--- config.mk ---
export PLATFORM = sky130hd
export DESIGN_NAME = adder_seq_ctrl
export DESIGN_NICKNAME = d
export VERILOG_FILES = /design/src/rtl/adder_seq_pkg.sv /design/src/rtl/adder8_cin.sv /design/src/rtl/adder_seq_ctrl.sv
export SDC_FILE = /design/constraint.sdc
export NUM_CORES = 1
export LEC_CHECK = 0
export CELL_PAD_IN_SITES_DETAIL_PLACEMENT = 1
export CELL_PAD_IN_SITES_GLOBAL_PLACEMENT = 1
export CORE_UTILIZATION = 52
export DETAILED_ROUTE_END_ITERATION = 7
export GPL_TIMING_DRIVEN = 0
export PLACE_DENSITY_LB_ADDON = 0.1
export REMOVE_ABC_BUFFERS = 1
export SYNTH_ARGS = -nofsm -noshare
export SYNTH_HDL_FRONTEND = slang
export SYNTH_SLANG_ARGS = --single-unit
--- constraint.sdc ---
create_clock -name clk -period 5.1 [get_ports clk]
set_clock_uncertainty 0.2 [all_clocks]
set_input_delay 0.765 -clock clk [delete_from_list [all_inputs] [get_ports clk]]
set_output_delay 0.765 -clock clk [all_outputs]
set_load 0.005 [all_outputs]
--- src/rtl/adder_seq_pkg.sv ---
// rtl/adder_seq_pkg.sv - shared types and constants for the byte-serial multi-byte adder
//
// Contents:
//   state_t    FSM state encoding (LOAD_A, LOAD_B, ADD, DONE)
//   UIO_*      bit positions on the uio_in / uio_out pins
//   UIO_OE     constant output-enable pattern: upper five uio pins are outputs
//   idx_width  byte-counter width for a given byte count (never below 1)
package adder_seq_pkg;

   typedef enum logic [1:0] {
      LOAD_A = 2'd0,
      LOAD_B = 2'd1,
      ADD    = 2'd2,
      DONE   = 2'd3
   } state_t;

   // uio_in strobes
   localparam int UIO_VALID = 0;
   localparam int UIO_ABORT = 1;
   localparam int UIO_RD    = 2;

   // uio_out flags
   localparam int UIO_BUSY  = 3;
   localparam int UIO_DONE  = 4;
   localparam int UIO_COUT  = 5;
   localparam int UIO_LRDY  = 6;
   localparam int UIO_PHASE = 7;

   localparam logic [7:0] UIO_OE = 8'b1111_1000;

   function automatic int idx_width(input int nbytes);
      return (nbytes > 1) ? $clog2(nbytes) : 1;
   endfunction

endpackage

--- src/rtl/adder8_cin.sv ---
// rtl/adder8_cin.sv - combinational 8-bit adder slice with carry-in
//
// Ports:
//   a, b  8-bit operand bytes
//   cin   carry from the previous byte
//   sum   low 8 bits of a + b + cin
//   cout  carry into the next byte
module adder8_cin (
   input  logic [7:0] a,
   input  logic [7:0] b,
   input  logic       cin,
   output logic [7:0] sum,
   output logic       cout
);

   assign {cout, sum} = {1'b0, a} + {1'b0, b} + {8'b0, cin};

endmodule

--- src/rtl/adder_seq_ctrl.sv ---
// rtl/adder_seq_ctrl.sv - byte-serial NBYTES-wide adder built around one shared 8-bit slice
//
// Ports:
//   clk, rst_n  clock; asynchronous active-low reset
//   ena         power-good indication, unused
//   ui_in       operand byte, LSB first (A bytes, then B bytes)
//   uio_in      [0] valid, [1] abort, [2] rd; [7:3] unused
//   uo_out      result byte R[idx] while DONE, otherwise 0
//   uio_out     [3] busy, [4] done, [5] carry_out, [6] load_rdy, [7] phase; [2:0] = 0
//   uio_oe      constant UIO_OE
import adder_seq_pkg::*;

module adder_seq_ctrl #(
   parameter int NBYTES = 4
) (
   input  logic       clk,
   input  logic       rst_n,
   input  logic       ena,
   input  logic [7:0] ui_in,
   input  logic [7:0] uio_in,
   output logic [7:0] uo_out,
   output logic [7:0] uio_out,
   output logic [7:0] uio_oe
);

   localparam int             IW       = idx_width(NBYTES);
   localparam logic [IW-1:0]  IDX_LAST = IW'(NBYTES - 1);

   state_t        state;
   state_t        state_nxt;
   logic [IW-1:0] idx;
   logic [IW-1:0] idx_nxt;
   logic          carry;
   logic          carry_nxt;
   logic          we_a;
   logic          we_b;
   logic          we_r;

   logic [7:0]    a_mem [NBYTES];
   logic [7:0]    b_mem [NBYTES];
   logic [7:0]    r_mem [NBYTES];

   logic [7:0]    slice_sum;
   logic          slice_cout;

   logic          valid;
   logic          abort;
   logic          rd;
   logic          idx_last;

   logic          unused_inputs;

   assign valid    = uio_in[UIO_VALID];
   assign abort    = uio_in[UIO_ABORT];
   assign rd       = uio_in[UIO_RD];
   assign idx_last = (idx == IDX_LAST);

   assign unused_inputs = &{1'b0, ena, uio_in[7:3]};

   // The one adder slice; the FSM walks idx across the operand bytes.
   adder8_cin u_slice (
      .a    (a_mem[idx]),
      .b    (b_mem[idx]),
      .cin  (carry),
      .sum  (slice_sum),
      .cout (slice_cout)
   );

   always_ff @(posedge clk or negedge rst_n) begin
      if (!rst_n) begin
         state <= LOAD_A;
         idx   <= '0;
         carry <= 1'b0;
      end else begin
         state <= state_nxt;
         idx   <= idx_nxt;
         carry <= carry_nxt;
      end
   end

   // Abort overrides every strobe; the byte stores are left as they are
   // because a fresh load rewrites every byte before they are used again.
   always_comb begin
      state_nxt = state;
      idx_nxt   = idx;
      carry_nxt = carry;
      we_a      = 1'b0;
      we_b      = 1'b0;
      we_r      = 1'b0;

      if (abort) begin
         state_nxt = LOAD_A;
         idx_nxt   = '0;
         carry_nxt = 1'b0;
      end else begin
         case (state)
            LOAD_A: begin
               if (valid) begin
                  we_a = 1'b1;
                  if (idx_last) begin
                     idx_nxt   = '0;
                     state_nxt = LOAD_B;
                  end else begin
                     idx_nxt = idx + 1'b1;
                  end
               end
            end

            LOAD_B: begin
               if (valid) begin
                  we_b = 1'b1;
                  if (idx_last) begin
                     idx_nxt   = '0;
                     carry_nxt = 1'b0;
                     state_nxt = ADD;
                  end else begin
                     idx_nxt = idx + 1'b1;
                  end
               end
            end

            ADD: begin
               we_r      = 1'b1;
               carry_nxt = slice_cout;
               if (idx_last) begin
                  idx_nxt   = '0;
                  state_nxt = DONE;
               end else begin
                  idx_nxt = idx + 1'b1;
               end
            end

            DONE: begin
               if (rd) begin
                  if (idx_last) begin
                     idx_nxt   = '0;
                     state_nxt = LOAD_A;
                  end else begin
                     idx_nxt = idx + 1'b1;
                  end
               end
            end

            default: begin
               state_nxt = LOAD_A;
               idx_nxt   = '0;
               carry_nxt = 1'b0;
            end
         endcase
      end
   end

   always_ff @(posedge clk or negedge rst_n) begin
      if (!rst_n) begin
         for (int i = 0; i < NBYTES; i++) begin
            a_mem[i] <= 8'h00;
            b_mem[i] <= 8'h00;
            r_mem[i] <= 8'h00;
         end
      end else begin
         if (we_a) a_mem[idx] <= ui_in;
         if (we_b) b_mem[idx] <= ui_in;
         if (we_r) r_mem[idx] <= slice_sum;
      end
   end

   assign uo_out = (state == DONE) ? r_mem[idx] : 8'h00;

   // In DONE the carry register holds the carry out of the top byte.
   always_comb begin
      uio_out            = 8'h00;
      uio_out[UIO_BUSY]  = (state == ADD);
      uio_out[UIO_DONE]  = (state == DONE);
      uio_out[UIO_COUT]  = carry & (state == DONE);
      uio_out[UIO_LRDY]  = (state == LOAD_A) || (state == LOAD_B);
      uio_out[UIO_PHASE] = (state == LOAD_B);
   end

   assign uio_oe = UIO_OE;

endmodule
==> qor.csv <==
stage,metric,value,unit
grt,met1 Usage GRT,0.3189,
synth,Cells after Synth,395,
grt,first-pass GRT wire length,18330,um
layout,Final Net Count,453,
synth,number of synthesized flops with an enable pin,0,
setup_path,Setup crit end kind,register,
die,Initial Utilization,0.5361,
layout,fin util,0.5925,
min_path,worst hold-check path type,in -> async,
grt,vias in the first global route,3412,
power,power per cell area,626.9,mW/mm2
grt,met3 Use GR,0.03694,
sta,fin crit share,0.7384,
setup_path,reg2reg start,idx[1]$_DFFE_PN0P_,
grt,gr usage total,0.2375,
die,standard-cell rows,36,
sta,Worst Max-Slew Pin Slew,1.388,ns
detailed_routing,vias per cell,5.637,
clocking,postcts setup bufs,0,
synth,syn_area_per_cell,13.21,um2
sta,final setup violation count,0,
clocking,CTS tree,done,
layout,Antenna diodes,0,
grt,total gr overflow,0,
placement,area post-placement,0.005534,mm2
die,DIE HEIGHT,102.2,um
grt,largest net degree at the start of global routing,60,
layout,Final Cell Area,0.005764,mm2
setup_path,FF-to-FF setup slack,1.33,ns
setup_path,Reg-to-Reg End,r_mem[22]$_DFFE_PN0P_,
layout,share of cells above drive strength 1,0.3254,
setup_path,R2R depth,9,
sta,fin crit period,3.766,ns
outcome,status,"complete, no violations",
detailed_routing,wire per inst,19.36,um
die,Core ar.,0.009729,mm2
placement,DPL Wire Length,7445,um
detailed_routing,1st-iter DRT viols,50,
synth,YS warnings,0,
die,I/O pin cnt,43,
setup_path,Critical Path Source Type,register,
sta,final hold vios,0,
clocking,"Reg clk slew, reported paths",0.10,ns
placement,routability congestion estimate from global placement,0.7126,
synth,Syn Std Cell Area,0.005216,mm2
sta,setup TNS,0,ns
placement,placed insts,538,
clocking,worst skew pair latency,0.37,ns
power,Net Sw Frac,0.3738,
detailed_routing,via count,3123,
power,sw power,1.351,mW
synth,post-synthesis register bit count,101,
layout,area grow syn2layout,10.51,%
setup_path,CP max FO,28,
grt,initial antenna violation count,0,
power,Clk network pwr share,0.160,
grt,routing usage on met2,0.3970,
synth,Synth cell types,48,
synth,"Seq/Total Area, Yosys",0.4845,
power,Max VDD drop,0.2560,mV
detailed_routing,first-pass detailed-route iteration total,4,
clocking,# hold bufs at CTS,0,
die,die footprint,0.01044,mm2
clocking,# H-tree levels,3,
layout,Finished Layout Cells,554,
clocking,root buffer cell,clkbuf_8,
clocking,# clock sinks,101,
sta,fmax,0.2655,GHz
power,Lkg Pwr,2.614,nW
power,power share of the combinational group,0.468,
sta,slew margin rel.,0.07437,
clocking,Clock Tree Buf Depth,2,
sta,Final Max Slew Viols,0,
setup_path,Critical Path RT,5.16,ns
grt,gr busiest metal,met2,
power,cell-internal power,2.263,mW
sta,unrepaired setup endpoints after global routing,false,
clocking,CTS Buf Count,9,
job,max-cap violations,0,
setup_path,critical path arrival,3.83,ns
synth,ys flop type,dfrtp_1,
placement,IO buf count,25,
power,Seq pwr share,0.373,
setup_path,Crit Path Category,reg -> reg,
sta,hold slack final,0.1718,ns
die,Die W,102.2,um
clocking,Post-CTS Resized,0,
detailed_routing,total wire length,10720,um
detailed_routing,Antenna Nets Post-Route,0,
synth,ys async rst share,1.000,
detailed_routing,DRC violations left,0,
sequential cells by signal (all words and copies together), names as in the netlist:
register and count:
b_mem 32, carry 1, state 2, r_mem 32, idx 2, a_mem 32
power by group through the flow:
| stage | combinational, mW | sequential, mW | clock (mW) |
|---|---|---|---|
| 2_1_floorplan | 1.25 | 1.30 | 0 |
| 3_3_place_gp | 1.58 | 1.37 | 0 |
| 3_5_place_dp | 1.69 | 1.37 | 0 |
| 4_1_cts | 1.71 | 1.35 | 0.598 |
| 5_1_grt | 1.88 | 1.40 | 0.624 |
| 6_report | 1.69 | 1.35 | 0.577 |
stage by stage:
stage	power, mW	worst slack (ns)
after global routing	3.902	1.215
after floorplan	2.549	1.440
after global placement	2.945	-0.7029
final	3.614	1.334
after detailed placement	3.061	1.339
after CTS	3.660	1.305
final cells by class:
type                    instances  area (um2)
repair buffers                 27       302.8
fillers                       996        3965
multi-input cells             269        2506
clock inverters                 6       92.59
clock buffers                  10       137.6
flip-flops and latches        101        2529
inverters                       8       30.03
well taps                     133       166.4
cell families (layout without fill, tap and decap cells):
logic type      Yosys count  in the layout  share of synthesized area
flops                   101            101                     0.4845
mux                      98             98                     0.2629
simple gates             88             88                    0.09499
compound gates           50             50                    0.06189
buf+inv                  34             51                    0.04150
fa+ha+maj                18             18                    0.04605
xor+xnor                  4              4                   0.006717
other cells               2             11                   0.001440
synth_stat cells (2+ instances only):
| master | instances | share of area |
|---|---|---|
| a21o_1 | 3 | 0.0043 |
| xor2_1 | 3 | 0.0050 |
| nand3_1 | 5 | 0.0048 |
| ha_1 | 16 | 0.038 |
| mux4_2 | 24 | 0.10 |
| nand2_4 | 4 | 0.0086 |
| nand2_1 | 29 | 0.021 |
| mux2i_1 | 2 | 0.0038 |
| nor2_1 | 9 | 0.0065 |
| fa_1 | 2 | 0.0077 |
| nand2_2 | 9 | 0.011 |
| a211o_1 | 4 | 0.0067 |
| o211ai_1 | 5 | 0.0072 |
| inv_1 | 8 | 0.0058 |
| conb_1 | 2 | 0.0014 |
| nor3_1 | 6 | 0.0058 |
| buf_4 | 12 | 0.017 |
| nand2b_1 | 7 | 0.0084 |
| buf_6 | 2 | 0.0043 |
| mux2_2 | 71 | 0.15 |
| and2_1 | 9 | 0.011 |
| buf_2 | 10 | 0.0096 |
| a21oi_1 | 4 | 0.0038 |
| dfrtp_1 | 101 | 0.48 |
| o21ai_0 | 25 | 0.024 |
cell usage in the layout (no fill, tap or decap), drive strengths merged, types with 4 or more instances in the layout:
cell / netlist / final
nand2b: 7 / 7
o21ai: 25 / 25
nor3: 6 / 6
inv: 8 / 10
a211o: 4 / 4
dfrtp: 101 / 101
clkbuf: 1 / 10
conb: 2 / 11
nand2: 42 / 42
ha: 16 / 16
a21oi: 5 / 5
o211ai: 5 / 5
clkdlybuf4s50: 0 / 24
mux4: 24 / 24
nor2: 11 / 11
nand3: 5 / 5
mux2: 72 / 72
and2: 9 / 9
worst max-delay path, stage by stage, from the launching register on:
cell     delay (ns)
dfrtp_1        1.28
mux4_2         0.46
fa_1           0.49
inv_1          0.10
fa_1           0.22
nor2b_1        0.08
o31a_2         0.34
nor2_8         0.16
nor3_1         0.08
a211o_1        0.22
worst max path at each step:
stage          slack (ns)          startpoint  cells after the start                    end
4_1_cts              1.30  idx[1]$_DFFE_PN0P_                      9  r_mem[22]$_DFFE_PN0P_
3_3_place_gp        -0.70               rst_n                      1  a_mem[18]$_DFFE_PN0P_
6_report             1.33  idx[1]$_DFFE_PN0P_                      9  r_mem[22]$_DFFE_PN0P_
5_1_grt              1.22  idx[1]$_DFFE_PN0P_                      9   r_mem[6]$_DFFE_PN0P_
3_5_place_dp         1.34  idx[1]$_DFFE_PN0P_                      8  r_mem[28]$_DFFE_PN0P_
2_1_floorplan        1.44  idx[0]$_DFFE_PN0P_                      9  r_mem[14]$_DFFE_PN0P_
layer usage:
metal	up-vias	share of wire
met5	-	0
met4	0	0.014
met3	13	0.024
met2	42	0.50
met1	1619	0.46
li1	1449	-
Power figures use the tool's default switching activity.
